### src/rtl/seq_binary_divider.sv
// Sequential unsigned restoring divider: one shift-subtract step per clock.
// Optional SEQ_DIV_ZERO_DETECT_EN: divide-by-zero finishes at the capture edge with err=1.
module seq_binary_divider #(
  parameter int WIDTH = 4
) (
  input  logic             clk,
  input  logic             rst_n,
  input  logic             start,
  input  logic [WIDTH-1:0] a,
  input  logic [WIDTH-1:0] b,
  output logic             busy,
  output logic             done,
  output logic [WIDTH-1:0] q,
  output logic [WIDTH-1:0] r,
  output logic             err
);

  localparam int CW = (WIDTH > 2) ? $clog2(WIDTH) : 1;

  typedef enum logic [1:0] {IDLE, RUN, DONE} state_t;

  state_t           state, state_nxt;
  logic [CW-1:0]    cnt;
  logic [WIDTH-1:0] dvd;
  logic [WIDTH-1:0] dvs;
  logic [WIDTH-1:0] part;
  logic [WIDTH:0]   step;
  logic             accept;
  logic             last;
  logic             zero_div;

  // Returns {quotient bit, new partial remainder}. The restored or reduced
  // partial always fits in WIDTH bits, so its top bit is never stored.
  function automatic logic [WIDTH:0] div_step(input logic [WIDTH-1:0] rem,
                                               input logic             msb,
                                               input logic [WIDTH-1:0] d);
    logic [WIDTH:0] shifted;
    logic [WIDTH:0] trial;
    shifted = {rem, msb};
    trial   = shifted - {1'b0, d};
    if (!trial[WIDTH])
      return {1'b1, trial[WIDTH-1:0]};
    return {1'b0, shifted[WIDTH-1:0]};
  endfunction

`ifdef SEQ_DIV_ZERO_DETECT_EN
  assign zero_div = (b == '0);
`else
  assign zero_div = 1'b0;
`endif

  assign accept = start && (state != RUN);
  assign last   = (cnt == CW'(WIDTH - 1));
  assign step   = div_step(part, dvd[WIDTH-1], dvs);
  assign busy   = (state == RUN);
  assign done   = (state == DONE);

  always_ff @(posedge clk or negedge rst_n) begin
    if (!rst_n)
      state <= IDLE;
    else
      state <= state_nxt;
  end

  always_comb begin
    state_nxt = state;
    case (state)
      IDLE:    if (start) state_nxt = zero_div ? DONE : RUN;
      RUN:     if (last)  state_nxt = DONE;
      DONE:    if (start) state_nxt = zero_div ? DONE : RUN;
               else       state_nxt = IDLE;
      default: state_nxt = IDLE;
    endcase
  end

  // Control and result registers
  always_ff @(posedge clk or negedge rst_n) begin
    if (!rst_n) begin
      cnt <= '0;
      q   <= '0;
      r   <= '0;
    end else if (accept) begin
      cnt <= '0;
      if (zero_div) begin
        q <= '1;
        r <= a;
      end
    end else if (state == RUN) begin
      cnt <= cnt + 1'b1;
      if (last) begin
        q <= {dvd[WIDTH-2:0], step[WIDTH]};
        r <= step[WIDTH-1:0];
      end
    end
  end

`ifdef SEQ_DIV_ZERO_DETECT_EN
  always_ff @(posedge clk or negedge rst_n) begin
    if (!rst_n)
      err <= 1'b0;
    else if (accept)
      err <= zero_div;
  end
`else
  assign err = 1'b0;
`endif

  // Iteration datapath: quotient bits fill the dividend register from the LSB
  // as the dividend bits are shifted out of the MSB.
  always_ff @(posedge clk) begin
    if (accept) begin
      dvd  <= a;
      dvs  <= b;
      part <= '0;
    end else if (state == RUN) begin
      dvd  <= {dvd[WIDTH-2:0], step[WIDTH]};
      part <= step[WIDTH-1:0];
    end
  end

endmodule
### config.mk
export PLATFORM = sky130hd
export DESIGN_NAME = seq_binary_divider
export DESIGN_NICKNAME = d
export VERILOG_FILES = /design/src/rtl/seq_binary_divider.sv
export SDC_FILE = /design/constraint.sdc
export NUM_CORES = 1
export LEC_CHECK = 0
export CAP_MARGIN = 20
export CORE_UTILIZATION = 40
export CTS_CLUSTER_SIZE = 20
export DETAILED_ROUTE_END_ITERATION = 8
export GPL_ROUTABILITY_DRIVEN = 0
export PLACE_DENSITY_LB_ADDON = 0.1
export SYNTH_ARGS = -nofsm -noshare
export SYNTH_HDL_FRONTEND = slang
export SYNTH_SLANG_ARGS = --single-unit
### constraint.sdc
create_clock -name clk -period 2.5 [get_ports clk]
set_input_delay 0.375 -clock clk [delete_from_list [all_inputs] [get_ports clk]]
set_output_delay 0.375 -clock clk [all_outputs]
set_load 0.005 [all_outputs]
== Word level (Yosys, flattened, before mapping) ==
Cells that the tools add are included.

* $add $sub $neg: 2
* Equal/unequal tests: 6
* Muxes and demuxes: 9
* Bitwise operators: 1
* Reduce and logical (&&, ||, !) cells: 5

{| class="wikitable"
|+ Operators with widths
! kind !! number
|-
| 2-bit 2-to-1 mux || 4
|-
| 4-bit 2-to-1 mux || 2
|-
| 2-bit case mux with 3 select lines || 1
|-
| 5-bit 2-to-1 mux || 1
|-
| 5-bit by 4-bit subtractor with 5-bit output || 1
|-
| 2-bit equality test, second input constant || 2
|-
| 2-bit by 1-bit != test with 1-bit output, second input constant || 2
|-
| 3-bit AND reduction || 1
|-
| 2-bit by 1-bit adder with 2-bit output, second input constant || 1
|-
| 2-bit by 1-bit equality test with 1-bit output, second input constant || 1
|-
| 2-bit logical NOT || 1
|-
| 2-bit != test, second input constant || 1
|-
| 2-bit AND reduction || 1
|-
| 2-bit nonzero test || 1
|-
| 1-bit logical AND || 1
|-
| 1-bit 2-to-1 mux || 1
|-
| 1-bit NOT || 1
|}

* Register bits after elaboration: 24
* Input port bits: 11
* Output and inout bits: 11
* Word-level logic and storage cells: 30

== Depth between registers and ports, before layout ==
* Depth in word-level cells: 4
* Mapped depth: 8
* Mapped depth without buffers: 8

== Worst setup path before layout ==
No wires, ideal clock.

* Path kind: register to register
* Start: reg dvd[3]
* End: reg r[0]
* Arrival: 1.919 ns
* Required time: 2.418 ns
* Path slack: 0.499 ns
* Cell stages (with the launch flop): 9
* Path buffers: 0
* Cell sequence: edfxtp_1 -> inv_1 -> ha_1 -> inv_1 -> fa_1 -> a211oi_4 -> nor2_2 -> or3_1 -> a31oi_1

* Cells in the longest elaborated chain, start to end: 2

{| class="wikitable"
|+ Ends and longest elaborated chain
! element !! RTL line !! text
|-
| from (decl) || 24 || <nowiki>logic [WIDTH-1:0] dvd;</nowiki>
|-
| from (signal assigned) || 116 || <nowiki>dvd <= {dvd[WIDTH-2:0], step[WIDTH]};</nowiki>
|-
| 5-bit by 4-bit subtractor with 5-bit output || 40 || <nowiki>trial = shifted - {1'b0, d};</nowiki>
|-
| 5-bit 2-to-1 mux (*) || 43 || <nowiki>return {1'b0, shifted[WIDTH-1:0]};</nowiki>
|-
| to (signal assigned) || 92 || <nowiki>r <= step[WIDTH-1:0];</nowiki>
|-
| to (decl) || 14 || <nowiki>output logic [WIDTH-1:0] r,</nowiki>
|}

Mark *: on every way between the ends. The rest lies on a longest branch, timed or not.
A chain may end at the register's enable or synchronous reset.

== Final worst setup path ==
Ends and elaborated chain as after synthesis.

==> flow_summary.json <==
{
  "number_of_global_route_vias_before_repair": 878,
  "finalWorstSetupSlack_ps": 302,
  "powerDensity_nw_per_um2": 1310,
  "io_pins": 22,
  "critical_path.reg2reg.startpoint": "dvd[3]$_DFFE_PP_",
  "synth.cell_area_um2": 1170,
  "ys_types": 39,
  "reg2reg_slack_ps": 300,
  "cp.arrival_ps": 2440,
  "post_drt_via_cell_ratio": 5.34,
  "timing.critical_path.mode_cell": "sky130_fd_sc_hd__inv_1",
  "portBuffers": 20,
  "cts_hold_buffers": 0,
  "grt_setup_unrepaired": "false",
  "fin_crit_sh_pct": 87.9,
  "tritoncts": "built",
  "global_route.usage.total_pct": 15.7,
  "vdd_ir_drop_max_mv": 0.734,
  "placementRows": 19,
  "die-height_um": 56.2,
  "drt_pre_antenna_iters": 4,
  "r2r_cells": 8,
  "cpMaxStageDelayCell": "sky130_fd_sc_hd__fa_1",
  "tightestPinTransition_ps": 523,
  "final_max_slew_viol_count": 0,
  "clock_skew_ps": 1.35,
  "synthArstFlopShare_pct": 50.0,
  "post_drt_wl_per_cell_um": 13.1,
  "areaGrowthSynthToFinish_pct": 24.3,
  "syn_area_per_cell_um2": 10.6,
  "timing.final.crit_period_ps": 2200,
  "design.core.area_um2": 2760,
  "yosys_most_used_dff": "sky130_fd_sc_hd__dfrtp_1",
  "ys_seq_elements": 24,
  "hp-class": "in2async",
  "num_vias": 881,
  "max_slew_margin_pct": 65.0,
  "critical_path.max_fanout": 6,
  "clkTransAtPathRegs_ps": 130,
  "cap_viol_max_count": 0,
  "timing.setup.tns_ps": 0,
  "yosys_warnings": 0,
  "maximum_number_of_pins_on_one_net_before_global_route_repair": 15,
  "cts_resized": 0,
  "drt-initial-drc-count": 24,
  "cts_max_level": 1,
  "die_w_um": 56.2,
  "finalSetupViolCount": 0,
  "syn_nets": 128,
  "crit_type": "reg2reg",
  "drtAntennaViolNets": 0,
  "grt.overflow.total": 0,
  "grt_antenna_before_repair": 0,
  "finalNetCount": 152,
  "post-cts-setup-buffers": 0,
  "cts_made_buffers": 3,
  "max_clock_freq_mhz": 455,
  "critical_path.endpoint_type": "flop",
  "static-leakage-power_nw": 0.620,
  "grt_pass1_wl_mm": 3.83,
  "sequential_area_share_after_synthesis_pct": 52.9,
  "start_util_pct": 42.6,
  "post_route_cells_drive_above_1_share_pct": 9.70,
  "hold_violations": 0,
  "dpl_worst_slack_ps": 334,
  "root_buffer": "sky130_fd_sc_hd__clkbuf_4",
  "status": "completed",
  "reg2reg_to": "r[0]$_DFFE_PN0P_",
  "slowest_stage_delay_on_critical_path_ps": 450,
  "detail_route.wirelength_mm": 2.16,
  "worst_ep_required_time_ps": 2740,
  "clock-sinks": 24,
  "postSynthCellCount": 111,
  "antenna_cells_inserted": 0,
  "clk-insertion-delay-late_ps": 310,
  "route.detailed.drc": 0,
  "cp-start-kind": "flop",
  "timing.critical_path.cells": "inv_1 -> ha_1 -> inv_1 -> fa_1 -> a211oi_4 -> nor2_2 -> or3_1 -> a31oi_1",
  "die_area_um2": 3150,
  "synth-edff-count": 8,
  "cts_max_path_buffers": 2
}
area by class of cell:
class | count | area [um^2]
fill | 258 | 1300
multi-input combinational | 74 | 499
timing repair buffer | 22 | 215
sequential | 24 | 621
tap | 31 | 38.8
clock buffer | 4 | 47.5
inverter | 10 | 37.5
layout by cell type, fill, tap and decap left out, types with 3 or more instances in the layout:
cell / netlist / final
sky130_fd_sc_hd__nand3_1: 5 / 5
sky130_fd_sc_hd__dfxtp_1: 4 / 4
sky130_fd_sc_hd__o31ai_1: 3 / 3
sky130_fd_sc_hd__inv_1: 9 / 9
sky130_fd_sc_hd__dfrtp_1: 12 / 12
sky130_fd_sc_hd__ha_1: 5 / 5
sky130_fd_sc_hd__nand2_1: 16 / 16
sky130_fd_sc_hd__nor2_1: 3 / 3
sky130_fd_sc_hd__clkbuf_4: 0 / 3
sky130_fd_sc_hd__a31oi_1: 4 / 4
sky130_fd_sc_hd__a21oi_1: 4 / 4
sky130_fd_sc_hd__clkdlybuf4s50_1: 0 / 20
sky130_fd_sc_hd__mux2_2: 3 / 3
sky130_fd_sc_hd__edfxtp_1: 8 / 8
sky130_fd_sc_hd__o21ai_0: 7 / 7
cell families after synthesis:
group / after synthesis / synth area share [%]
fa+ha+maj: 6 / 7.04
buf+inv: 13 / 4.58
compound gates: 27 / 16.2
other cells: 1 / 0.320
xor+xnor: 2 / 1.49
mux: 3 / 2.88
simple gates: 35 / 14.6
flops: 24 / 52.9
cells in the mapped netlist (all sizes together) (2+ instances only):
| master | n | area [um^2] |
|---|---|---|
| a21oi | 4 | 20.0 |
| a311oi | 2 | 17.5 |
| a31oi | 4 | 25.0 |
| buf | 2 | 12.5 |
| dfrtp | 12 | 300 |
| dfxtp | 4 | 80.1 |
| edfxtp | 8 | 240 |
| ha | 5 | 62.6 |
| inv | 9 | 33.8 |
| mux2 | 3 | 33.8 |
| nand2 | 16 | 60.1 |
| nand3 | 5 | 25.0 |
| nand3b | 2 | 15.0 |
| nor2 | 4 | 17.5 |
| o21ai | 7 | 35.0 |
| o31ai | 3 | 22.5 |
how the worst max path moves through the flow:
| stage | start | end | slack [ps] | depth (start not counted) |
|---|---|---|---|---|
| 2_1_floorplan | dvd[3]$_DFFE_PP_ | r[0]$_DFFE_PN0P_ | 500 | 8 |
| 3_5_place_dp | dvd[3]$_DFFE_PP_ | r[0]$_DFFE_PN0P_ | 330 | 8 |
| 6_report | dvd[3]$_DFFE_PP_ | r[0]$_DFFE_PN0P_ | 300 | 8 |
| 3_3_place_gp | dvd[3]$_DFFE_PP_ | r[0]$_DFFE_PN0P_ | 420 | 8 |
| 4_1_cts | dvd[3]$_DFFE_PP_ | r[0]$_DFFE_PN0P_ | 310 | 8 |
| 5_1_grt | dvd[3]$_DFFE_PP_ | r[0]$_DFFE_PN0P_ | 150 | 8 |
per-layer routing:
metal  part of all wire [%]  vias up  GRT usage [%]
met1                     47      424           19.4
met3                    2.6        4           2.33
li1                       -      438              -
met4                    1.4        0           6.97
met2                     49       15           26.9
met5                      0        -              0
sequential cells by signal, indices dropped and copies added (netlist names):
| signal | flops |
|---|---|
| cnt | 2 |
| dvd | 4 |
| dvs | 4 |
| part | 4 |
| q | 4 |
| r | 4 |
| state | 2 |
power by group:
part,switching [mW],total [mW],leakage [nW],internal (mW)
combinational,0.488,0.960,0.334,0.471
clock,0.117,0.239,0.0261,0.122
sequential,0.115,0.718,0.259,0.603
per-stage QoR:
step                hold slack [ps]  utilization [%]  area [um^2]  total power [mW]  instances
floorplan                      79.4                -         1170              1.34        111
global placement                462             51.2         1410              1.68        161
detailed placement              469             51.2         1410              1.69        161
CTS                             407             52.9         1460              1.94        165
global route                    428             52.9         1460              2.09        165
finish                          390             52.9         1460              1.92        165
worst max-delay path, delay by kind of cell, from the launching register on:
| kind | cells | cell delay [ps] |
|---|---|---|
| AO/OA/AOI/OAI | 2 | 480 |
| adder cells (fa/ha/maj) | 2 | 600 |
| buffers and inverters | 2 | 120 |
| flip-flops | 1 | 420 |
| AND/OR/NAND/NOR | 2 | 510 |
Note: power is estimated with default switching activity, not from simulation.
